==> src/rtl/vga_timing_gen.sv <==
// vga_timing_gen: 640x480@60 raster counters, coordinate decodes and delayed hsync/vsync.
// Define VGA_TIMING_TEST_PATTERN_EN to add registered colour-bar outputs tp_r/tp_g/tp_b.
module vga_timing_gen #(
    parameter int H_ACTIVE   = 640,
    parameter int H_FP       = 16,
    parameter int H_SYNC     = 96,
    parameter int H_BP       = 48,
    parameter int V_ACTIVE   = 480,
    parameter int V_FP       = 10,
    parameter int V_SYNC     = 2,
    parameter int V_BP       = 33,
    parameter bit SYNC_POL   = 1'b0,
    parameter int SYNC_DELAY = 2
) (
    input  logic        clk_25,
    input  logic        rst,
    output logic [9:0]  sx,
    output logic [9:0]  sy,
    output logic        active_pixel,
    output logic        line_start,
    output logic        frame_start,
    output logic        hsync,
    output logic        vsync,
`ifdef VGA_TIMING_TEST_PATTERN_EN
    output logic [3:0]  tp_r,
    output logic [3:0]  tp_g,
    output logic [3:0]  tp_b,
`endif
    output logic [15:0] frame_cnt
);
    localparam int H_TOTAL = H_ACTIVE + H_FP + H_SYNC + H_BP;
    localparam int V_TOTAL = V_ACTIVE + V_FP + V_SYNC + V_BP;
    localparam logic [9:0] H_LAST   = 10'(H_TOTAL - 1);
    localparam logic [9:0] V_LAST   = 10'(V_TOTAL - 1);
    localparam logic [9:0] H_ACT    = 10'(H_ACTIVE);
    localparam logic [9:0] V_ACT    = 10'(V_ACTIVE);
    localparam logic [9:0] HS_START = 10'(H_ACTIVE + H_FP);
    localparam logic [9:0] HS_END   = 10'(H_ACTIVE + H_FP + H_SYNC);
    localparam logic [9:0] VS_START = 10'(V_ACTIVE + V_FP);
    localparam logic [9:0] VS_END   = 10'(V_ACTIVE + V_FP + V_SYNC);

    if (H_TOTAL > 1024 || V_TOTAL > 1024) begin : g_total_chk
        $error("vga_timing_gen: H_TOTAL and V_TOTAL must not exceed 1024");
    end
    if (SYNC_DELAY < 0 || SYNC_DELAY > 7) begin : g_delay_chk
        $error("vga_timing_gen: SYNC_DELAY must be in 0..7");
    end

    logic [9:0]  sx_q, sx_d, sy_q, sy_d;
    logic [15:0] frame_cnt_q, frame_cnt_d;
    logic        h_end, v_end, hs_raw, vs_raw;

    always_comb begin
        h_end       = sx_q == H_LAST;
        v_end       = sy_q == V_LAST;
        sx_d        = h_end ? 10'd0 : sx_q + 10'd1;
        sy_d        = h_end ? (v_end ? 10'd0 : sy_q + 10'd1) : sy_q;
        frame_cnt_d = (h_end && v_end) ? frame_cnt_q + 16'd1 : frame_cnt_q;
        hs_raw      = (sx_q >= HS_START && sx_q < HS_END) ? SYNC_POL : ~SYNC_POL;
        vs_raw      = (sy_q >= VS_START && sy_q < VS_END) ? SYNC_POL : ~SYNC_POL;
    end

    always_ff @(posedge clk_25) begin
        if (rst) begin
            sx_q        <= 10'd0;
            sy_q        <= 10'd0;
            frame_cnt_q <= 16'd0;
        end else begin
            sx_q        <= sx_d;
            sy_q        <= sy_d;
            frame_cnt_q <= frame_cnt_d;
        end
    end

    assign sx           = sx_q;
    assign sy           = sy_q;
    assign frame_cnt    = frame_cnt_q;
    assign active_pixel = sx_q < H_ACT && sy_q < V_ACT;
    assign line_start   = sx_q == 10'd0;
    assign frame_start  = sx_q == 10'd0 && sy_q == 10'd0;

    // Sync delay line keeps hsync/vsync aligned with the renderer's registered RGB.
    if (SYNC_DELAY == 0) begin : g_nodelay
        assign hsync = hs_raw;
        assign vsync = vs_raw;
    end else begin : g_delay
        logic [SYNC_DELAY-1:0] hs_q, hs_d, vs_q, vs_d;
        always_comb begin
            hs_d = SYNC_DELAY'({hs_q, hs_raw});
            vs_d = SYNC_DELAY'({vs_q, vs_raw});
        end
        always_ff @(posedge clk_25) begin
            if (rst) begin
                hs_q <= {SYNC_DELAY{~SYNC_POL}};
                vs_q <= {SYNC_DELAY{~SYNC_POL}};
            end else begin
                hs_q <= hs_d;
                vs_q <= vs_d;
            end
        end
        assign hsync = hs_q[SYNC_DELAY-1];
        assign vsync = vs_q[SYNC_DELAY-1];
    end

`ifdef VGA_TIMING_TEST_PATTERN_EN
    logic [11:0] tp_q, tp_d;
    logic [2:0]  bar;
    // Bar order white..black maps each channel onto one inverted bit of the bar index.
    always_comb begin
        bar  = 3'(sx_q / 10'(H_ACTIVE / 8));
        tp_d = active_pixel ? {{4{~bar[1]}}, {4{~bar[2]}}, {4{~bar[0]}}} : 12'h000;
    end
    always_ff @(posedge clk_25) begin
        if (rst) tp_q <= 12'h000;
        else     tp_q <= tp_d;
    end
    assign {tp_r, tp_g, tp_b} = tp_q;
`endif
endmodule

==> config.mk <==
export PLATFORM = sky130hd
export DESIGN_NAME = vga_timing_gen
export DESIGN_NICKNAME = d
export VERILOG_FILES = /design/src/rtl/vga_timing_gen.sv
export SDC_FILE = /design/constraint.sdc
export NUM_CORES = 1
export LEC_CHECK = 0
export ABC_AREA = 1
export BUFFER_PORTS_ARGS = -buffer_cell sky130_fd_sc_hd__buf_4
export CORE_UTILIZATION = 48
export CTS_CLUSTER_DIAMETER = 200
export CTS_CLUSTER_SIZE = 8
export DETAILED_ROUTE_END_ITERATION = 8
export GPL_ROUTABILITY_DRIVEN = 0
export PLACE_DENSITY_LB_ADDON = 0.12
export SYNTH_ARGS = -nofsm -noshare
export SYNTH_HDL_FRONTEND = slang
export SYNTH_SLANG_ARGS = --single-unit
export TNS_END_PERCENT = 20
==> constraint.sdc <==
create_clock -name clk_25 -period 2.05 [get_ports clk_25]
set_input_delay 0.41 -clock clk_25 [delete_from_list [all_inputs] [get_ports clk_25]]
set_output_delay 0.41 -clock clk_25 [all_outputs]
set_load 0.01 [all_outputs]
==> qor.csv, run 1 <==
metric,value,unit
total congestion overflow,0,
number of max-cap violations,0,
CTS tree,done,
synthesized area per cell,6.398,um2
crit-path max cell delay,350,ps
critical path class,reg -> out,
Max IR drop VDD,0.3704,mV
Seq cells post-synth,40,
Post-Syn Area,2303,um2
post-synthesis sequential area ratio,34.76,%
first-pass GRT wire length,8783,um
Layout Utilization,62.11,%
drt pass-1 iters,6,
worst-path cell chain,inv_2 -> ha_1 -> inv_1 -> nor2_1 -> nand3_2 -> nor4_2 -> buf_4,
total wire length,5324,um
clock slew seen by the registers of the worst setup and hold paths,80,ps
share of the synthesized area in the top cell type,34.76,%
DP HPWL,3994,um
YS warnings,0,
share of post-route cells with drive strength above 1,19.61,%
H-tree depth,2,
maximum clock insertion buffer count,2,
Nets,416,
initial core utilization,51.48,%
CP Max Fanout,5,
Fmax,510.4,MHz
crit path time final,1959,ps
worst-margin pin slew,339.5,ps
vias in the first global route,2040,
routed len/inst,11.57,um
DR vias/cell,5.002,
Setup TNS Final,0,ps
"Max stage delay cell, worst path",dfxtp_2,
Hold Path Class,reg -> reg,
via count,2301,
Worst setup EP type,output port,
cell taking the most area after synthesis,dfxtp_1,
Lkg Pwr,1.220,nW
diode count,0,
Post-Syn Instances,360,
Rel. slew slack,77.31,%
"Hold Vio Cnt, Final",0,
Cell Pwr Density,487.3,nW/um2
Worst EP arrival,1550,ps
"Setup violations, final",0,
Port Buffers,42,
Clk Tree Root Cell,clkbuf_8,
Worst Skew,8.100,ps
synthesis-to-layout area growth,20.64,%
row cnt,24,
WHS,413.3,ps
RSZ-0062 raised after global routing,false,
failing checks,DRC,
drt drc,1,
post-synth cell types,29,
TritonCTS buffer count,5,
WP data required,1640,ps
total track usage,21.89,%
post-route clock period utilization,95.58,%
most frequent cells in the layout,"nand2_1 (101), nor2_1 (60), inv_1 (53)",
Die Area,5080,um2
Die Height,71.28,um
largest net degree at the start of global routing,16,
post-route ant nets,0,
number of I/O pins,43,
area of the core,4474,um2
DRT iter0 DRCs,104,
syn nets,368,
post-route insts no fill,460,
kind of start point of the critical path,flop,
Worst-Skew Late Latency,290,ps
status,"complete, but fails checks",
final-report max-slew violation count,0,
clk sinks,40,
initial antenna violation count,0,
DIE WIDTH,71.28,um
largest cells by area after synthesis,"dfxtp_1 (35%), nand2_1 (16%), nor2_1 (9.8%)",
"commonest non-fill, non-tap cell in the layout",nand2_1,
Cells after DPL,452,
## kinds of logic (layout without fill, tap and decap cells)
family	count (synthesis)	count (layout)	share of synthesized area (%)
buf+inv	61	109	10.32
fa+ha+maj	6	6	3.259
compound gates	26	26	6.355
xor+xnor	5	5	1.901
simple gates	222	222	43.40
flops	40	40	34.76
## Yosys cell counts
master     count
a211oi_1       1
a21oi_1       15
a21oi_2        2
buf_2          1
buf_6          1
clkbuf_1       2
dfxtp_1       40
ha_1           6
inv_1         54
inv_2          3
nand2_1      101
nand2_2        3
nand3_1       27
nand3_2        2
nand3_4        1
nand3b_1       1
nand4_1        5
nor2_1        60
nor2_2         3
nor2_4         6
nor3_1         4
nor3b_1        2
nor4_1         4
o2111ai_1      1
o21ai_0        5
o21ai_1        1
o21bai_1       1
or2_2          3
xor2_1         5
## through the flow
step	setup slack, ps	power [mW]	area, um2
floorplan	361.1	0.8411	2303
global placement	340.6	0.8682	2675
detailed placement	309.1	0.8694	2675
CTS	28.91	1.366	2771
global route	3.229	1.401	2779
finish	90.70	1.354	2779
## metal layers
| layer | track usage, % | up-vias | routed length (um) |
|---|---|---|---|
| met3 | 4.079 | 5 | 248 |
| met4 | 8.444 | 0 | 49 |
| met2 | 36.51 | 44 | 2473 |
| li1 | - | 1214 | - |
| met5 | 0 | - | 0 |
| met1 | 28.14 | 1038 | 2552 |
## path summary, 6_finish.rpt
| check | slack (ps) | startpoint | end | depth (start not counted) |
|---|---|---|---|---|
| worst max-delay path | 90 | sy[0]$_SDFFE_PP0N_ | frame_start | 7 |
| worst min-delay path | 410 | g_delay.vs_q[0]$_SDFF_PP1_ | g_delay.vs_q[1]$_SDFF_PP1_ | 1 |
| worst max register to register | 310 | sx[0]$_SDFF_PP0_ | sy[9]$_SDFFE_PP0N_ | 8 |
| worst min register to register | 410 | g_delay.vs_q[0]$_SDFF_PP1_ | g_delay.vs_q[1]$_SDFF_PP1_ | 1 |
## worst max-delay path, delay by kind of cell (launching register included)
kind | cells | cell delay (ps)
AND/OR/NAND/NOR | 3 | 440
flip-flops | 1 | 350
buffers and inverters | 3 | 300
adder cells (fa/ha/maj) | 1 | 180
## what timing repair did
item                                    CTS  global route
pin swaps                                 1             1
endpoints found under the setup margin    1             2
hold buffers                              0             0
setup buffers                             1             0
resized for setup                         2             4
## sequential cells by signal (all words and copies together), names as in the netlist
register      flops
frame_cnt        16
sx               10
sy               10
g_delay.hs_q      2
g_delay.vs_q      2
## cell type report
class / instances / area, um2
Clock buffer: 6 / 72.57
Timing Repair Buffer: 45 / 337.8
Tap cell: 52 / 65.06
Inverter: 57 / 214.0
Sequential cell: 40 / 803.3
Clock inverter: 1 / 5.005
Multi-Input combinational cell: 259 / 1281
Fill cell: 440 / 1695
## report_power, final
part	internal [mW]	switching, mW
registers	0.781	0.00581
clock network	0.232	0.270
logic	0.0287	0.0373
Power figures use the tool's default switching activity.
==> run 2: changes to the inputs <==
Settings changed: REMOVE_ABC_BUFFERS from default to 1.
Clock period 2.05 ns to 1.79 ns, I/O delays scaled along.
==> qor.csv, run 2 (same netlist as run 1, synthesis figures left out) <==
metric,value,unit,change
status,"complete, but fails checks",,
failing checks,"DRC, setup timing",,
Max IR drop VDD,0.3952,mV,+6.7%
R2R Setup Slk,140,ps,-170 ps
share of post-route cells with drive strength above 1,23.15,%,+3.5 points
synthesis-to-layout area growth,27.87,%,
Hold Path Class,in -> reg,,
DIE WIDTH,71.28,um,unchanged
Die Area,5080,um2,unchanged
reg2reg end,frame_cnt[4]$_SDFFE_PP0P_,,
Worst Hold End,frame_cnt[2]$_SDFFE_PP0P_,,
worst-margin pin slew,357.8,ps,+18.28 ps
Worst setup EP type,output port,,
total track usage,22.84,%,+0.96 points
DR top layer,met4,,
number of I/O pins,43,,unchanged
DR vias/cell,4.977,,-0.51%
Crit. Startpoint,sy[0]$_SDFFE_PP0N_,,
largest net degree at the start of global routing,16,,unchanged
WL met2,2672,um,+8.0%
max reg flops,16,,unchanged
Worst Skew,6.661,ps,-1.439 ps
drt pass-1 iters,8,,+2
final-report max-slew violation count,0,,unchanged
crit path time final,1801,ps,
Die Height,71.28,um,unchanged
sw power,0.3569,mW,+14%
total congestion overflow,0,,unchanged
Sequential Power Share,55.3,%,-2.8 points
Cells after DPL,457,,+1.1%
initial antenna violation count,0,,unchanged
critical path class,reg -> out,,
Rel. slew slack,75.96,%,-1.3 points
DP HPWL,4072,um,+2.0%
diode count,0,,unchanged
clock share of power,40.1,%,+3.1 points
Net Sw Frac,21.97,%,-1.1 points
HP Start,rst,,
Lkg Pwr,1.309,nW,+7.3%
Worst EP arrival,1440,ps,-110 ps
drt drc,4,,+3
maximum clock insertion buffer count,2,,unchanged
final setup margin,-10.99,ps,-101.7 ps
Worst-Skew Late Latency,290,ps,about the same
CTS tree,done,,
Worst R2R Start,sy[0]$_SDFFE_PP0N_,,
internal power,1.268,mW,+22%
clock slew seen by the registers of the worst setup and hold paths,80,ps,about the same
RSZ-0062 raised after global routing,true,,
FF-to-FF path depth,11,,+3
hold_buf cts,0,,unchanged
initial core utilization,51.48,%,unchanged
H-tree depth,2,,unchanged
M1 wire length,2653,um,+4.0%
Port Buffers,42,,unchanged
Combinational Power Share,4.6,%,-0.3 points
TritonCTS buffer count,5,,unchanged
routed len/inst,11.99,um,+3.6%
"Hold Vio Cnt, Final",0,,unchanged
first-pass GRT wire length,9280,um,+5.7%
area of the core,4474,um2,unchanged
post-route ant nets,0,,unchanged
total wire length,5645,um,+6.0%
Worst Hold Depth,2,,+1
vias in the first global route,2083,,+2.1%
Cell Pwr Density,551.7,nW/um2,+13%
post-route clock period utilization,100.6,%,
number of max-cap violations,0,,unchanged
kind of start point of the critical path,flop,,
DRT iter0 DRCs,147,,+41%
CP Max Fanout,2,,-3
Nets,427,,+2.6%
Setup TNS Final,-10.99,ps,-10.99 ps
met3 WL,300,um,+21%
row cnt,24,,unchanged
Fmax,555.3,MHz,
via count,2344,,+1.9%
"Setup violations, final",1,,+1
post-route insts no fill,471,,+2.4%
WP data required,1430,ps,-210 ps
Clk Tree Root Cell,clkbuf_8,,
most frequent cells in the layout,"nand2_1 (101), nor2_1 (59), buf_4 (55)",,
"commonest non-fill, non-tap cell in the layout",nand2_1,,
clk sinks,40,,unchanged
==> run 2: metrics by stage <==
| stage | util, % | cell area, um2 | setup slack (ps) | total power, mW | hold slack (ps) |
|---|---|---|---|---|---|
| CTS | 64.60 | 2890 | -69.40 | 1.640 | 354.9 |
| detailed placement | 60.63 | 2713 | 73.73 | 0.9952 | 396.2 |
| floorplan | - | 2280 | 153.1 | 0.9599 | 389.5 |
| global route | 65.83 | 2945 | -85.49 | 1.687 | 352.1 |
| finish | 65.83 | 2945 | -10.99 | 1.625 | 360.5 |
| global placement | 60.63 | 2713 | 104.9 | 0.9943 | 392.5 |
==> run 2: repair_timing <==
item	4_1_cts	5_1_grt
gates resized for setup	15	5
endpoints found under the setup margin	2	20
pin swaps	3	5
setup buffers	5	2
==> run 2: critical path: stages, from the launching register on <==
cell,delay [ps]
dfxtp_4,360
inv_4,60
ha_4,130
inv_2,40
nor2_4,70
nand3_2,100
nor4_2,230
buf_4,160
==> run 2: layer usage <==
metal	vias up	GRT usage, %
met2	58	39.05
met5	-	0
met1	1054	29.96
li1	1230	-
met3	2	4.360
met4	0	5.111
==> run 2: final cells by class <==
class | count | area (um2)
tap | 52 | 65.06
sequential | 40 | 808.3
timing repair buffer | 56 | 432.9
multi-input combinational | 259 | 1321
clock buffer | 7 | 96.34
fill | 411 | 1529
inverter | 57 | 221.5
==> run 2: power groups by stage <==
stage	logic [mW]	registers [mW]	clock network, mW
finish	0.0751	0.899	0.651
global route	0.0813	0.900	0.706
CTS	0.0757	0.898	0.666
detailed placement	0.0729	0.922	0
global placement	0.0726	0.922	0
floorplan	0.0359	0.924	0
==> run 2: worst max-delay path by stage <==
stage | slack, ps | cells after the start | endpoint
2_1_floorplan | 150 | 6 | frame_start
3_3_place_gp | 100 | 7 | frame_start
3_5_place_dp | 70 | 8 | sy[9]$_SDFFE_PP0N_
4_1_cts | -70 | 7 | frame_start
5_1_grt | -90 | 7 | frame_start
6_report | -10 | 7 | frame_start
==> run 3: changes to the inputs <==
Settings changed: CORE_UTILIZATION 48 to 49, PLACE_DENSITY from default to 0.75, PLACE_DENSITY_LB_ADDON 0.12 to default.
==> qor.csv, run 3 (same netlist as run 1, synthesis figures left out) <==
metric,value,unit,change
most frequent cells in the layout,"nand2_1 (99), nor2_1 (56), buf_4 (53)",,
"commonest non-fill, non-tap cell in the layout",nand2_1,,
DP HPWL,4097,um,+0.62%
synthesis-to-layout area growth,27.70,%,
clock slew seen by the registers of the worst setup and hold paths,80,ps,about the same
final-report max-slew violation count,0,,unchanged
post-route ant nets,0,,unchanged
total track usage,23.42,%,+0.58 points
first-pass GRT wire length,9328,um,+0.52%
number of max-cap violations,0,,unchanged
DRT iter0 DRCs,115,,-22%
Port Buffers,42,,unchanged
worst-margin pin slew,348.4,ps,-9.344 ps
Max IR drop VDD,0.4290,mV,+8.6%
maximum clock insertion buffer count,2,,unchanged
drt pass-1 iters,6,,-2
vias in the first global route,2100,,+0.82%
initial core utilization,51.83,%,+0.35 points
crit path time final,1763,ps,-37.80 ps
Hold Path Class,in -> reg,,
kind of start point of the critical path,flop,,
H-tree depth,2,,unchanged
Worst EP arrival,1410,ps,-30 ps
DR vias/cell,4.966,,-0.22%
critical path class,reg -> out,,
drt drc,8,,+4
CTS tree,done,,
row cnt,24,,unchanged
Worst-Skew Late Latency,300,ps,about the same
number of I/O pins,43,,unchanged
Clk Tree Root Cell,clkbuf_8,,
max reg flops,16,,unchanged
DIE WIDTH,70.57,um,-1.0%
Nets,424,,-0.70%
status,"complete, but fails checks",,
diode count,0,,unchanged
share of post-route cells with drive strength above 1,26.62,%,+3.5 points
Lkg Pwr,1.303,nW,-0.50%
via count,2329,,-0.64%
final setup margin,26.81,ps,+37.80 ps
DP Worst Slack,53.81,ps,-19.92 ps
WHS,337.2,ps,-23.26 ps
total wire length,5465,um,-3.2%
Fmax,567.2,MHz,+2.1%
"Hold Vio Cnt, Final",0,,unchanged
largest net degree at the start of global routing,16,,unchanged
Rel. slew slack,76.74,%,+0.77 points
clk sinks,40,,unchanged
initial antenna violation count,0,,unchanged
Die Height,70.57,um,-1.0%
WP data required,1430,ps,about the same
total congestion overflow,0,,unchanged
Cell Pwr Density,614.1,nW/um2,+11%
area of the core,4444,um2,-0.67%
"Setup violations, final",0,,-1
RSZ-0062 raised after global routing,true,,
Worst setup EP type,output port,,
TritonCTS buffer count,5,,unchanged
Worst Skew,8.137,ps,+1.476 ps
Die Area,4979,um2,-2.0%
routed len/inst,11.65,um,-2.8%
CP Max Fanout,2,,unchanged
failing checks,DRC,,
post-route clock period utilization,98.50,%,-2.1 points
run 3: cell count changes in the layout (fill, tap and decap cells not counted), sizes merged:
cell    before  now
buf         56   53
bufinv       0    1
run 3: cell type report:
class,count,area (um2)
fill,419,1503
multi-input combinational,259,1325
sequential,40,810.8
timing repair buffer,53,397.9
inverter,57,216.5
clock buffer,7,96.34
tap,52,65.06
clock inverter,1,30.03
run 3: path summary, 6_finish.rpt:
| check | startpoint | endpoint | slack [ps] | cells past startpoint |
|---|---|---|---|---|
| worst max-delay path | sx[0]$_SDFF_PP0_ | frame_start | 30 | 5 |
| worst min-delay path | rst | frame_cnt[8]$_SDFFE_PP0P_ | 340 | 2 |
| worst min register to register | g_delay.hs_q[0]$_SDFF_PP1_ | g_delay.hs_q[1]$_SDFF_PP1_ | 410 | 1 |
| worst max register to register | sx[0]$_SDFF_PP0_ | sy[0]$_SDFFE_PP0N_ | 120 | 9 |
run 3: worst max-delay path, stage by stage (launching register included):
cell     delay [ps]
dfxtp_2         330
inv_1            50
ha_2            170
nand3_2         100
nor4_4          300
buf_4           160
run 3: report_power, final:
part / internal (mW) / switching [mW]
Clock: 0.492 / 0.323
Combinational: 0.0432 / 0.0486
Sequential: 0.895 / 0.00463
run 3: metal layers:
metal  track usage, %  wire, um  vias to the layer above
li1                 -         -                     1231
met1            28.71      2435                     1037
met2            41.32      2702                       54
met3            4.986       266                        7
met4            7.333        61                        0
met5                0         0                        -
run 3: what timing repair did:
item | 4_1_cts | 5_1_grt
buffers inserted | 5 | 0
hold buffers | 0 | 0
gates resized for setup | 19 | 11
setup endpoints to repair | 1 | 17
pin swaps | 2 | 1
run 3: stage by stage:
step,area [um2],cells,utilization [%],power [mW],TNS (ps)
floorplan,2280,356,-,0.9599,0
global placement,2705,456,60.87,0.9950,0
detailed placement,2705,456,60.87,0.9968,0
CTS,2923,469,65.77,1.826,0
global route,2942,469,66.19,1.870,-76.28
finish,2942,469,66.19,1.806,0
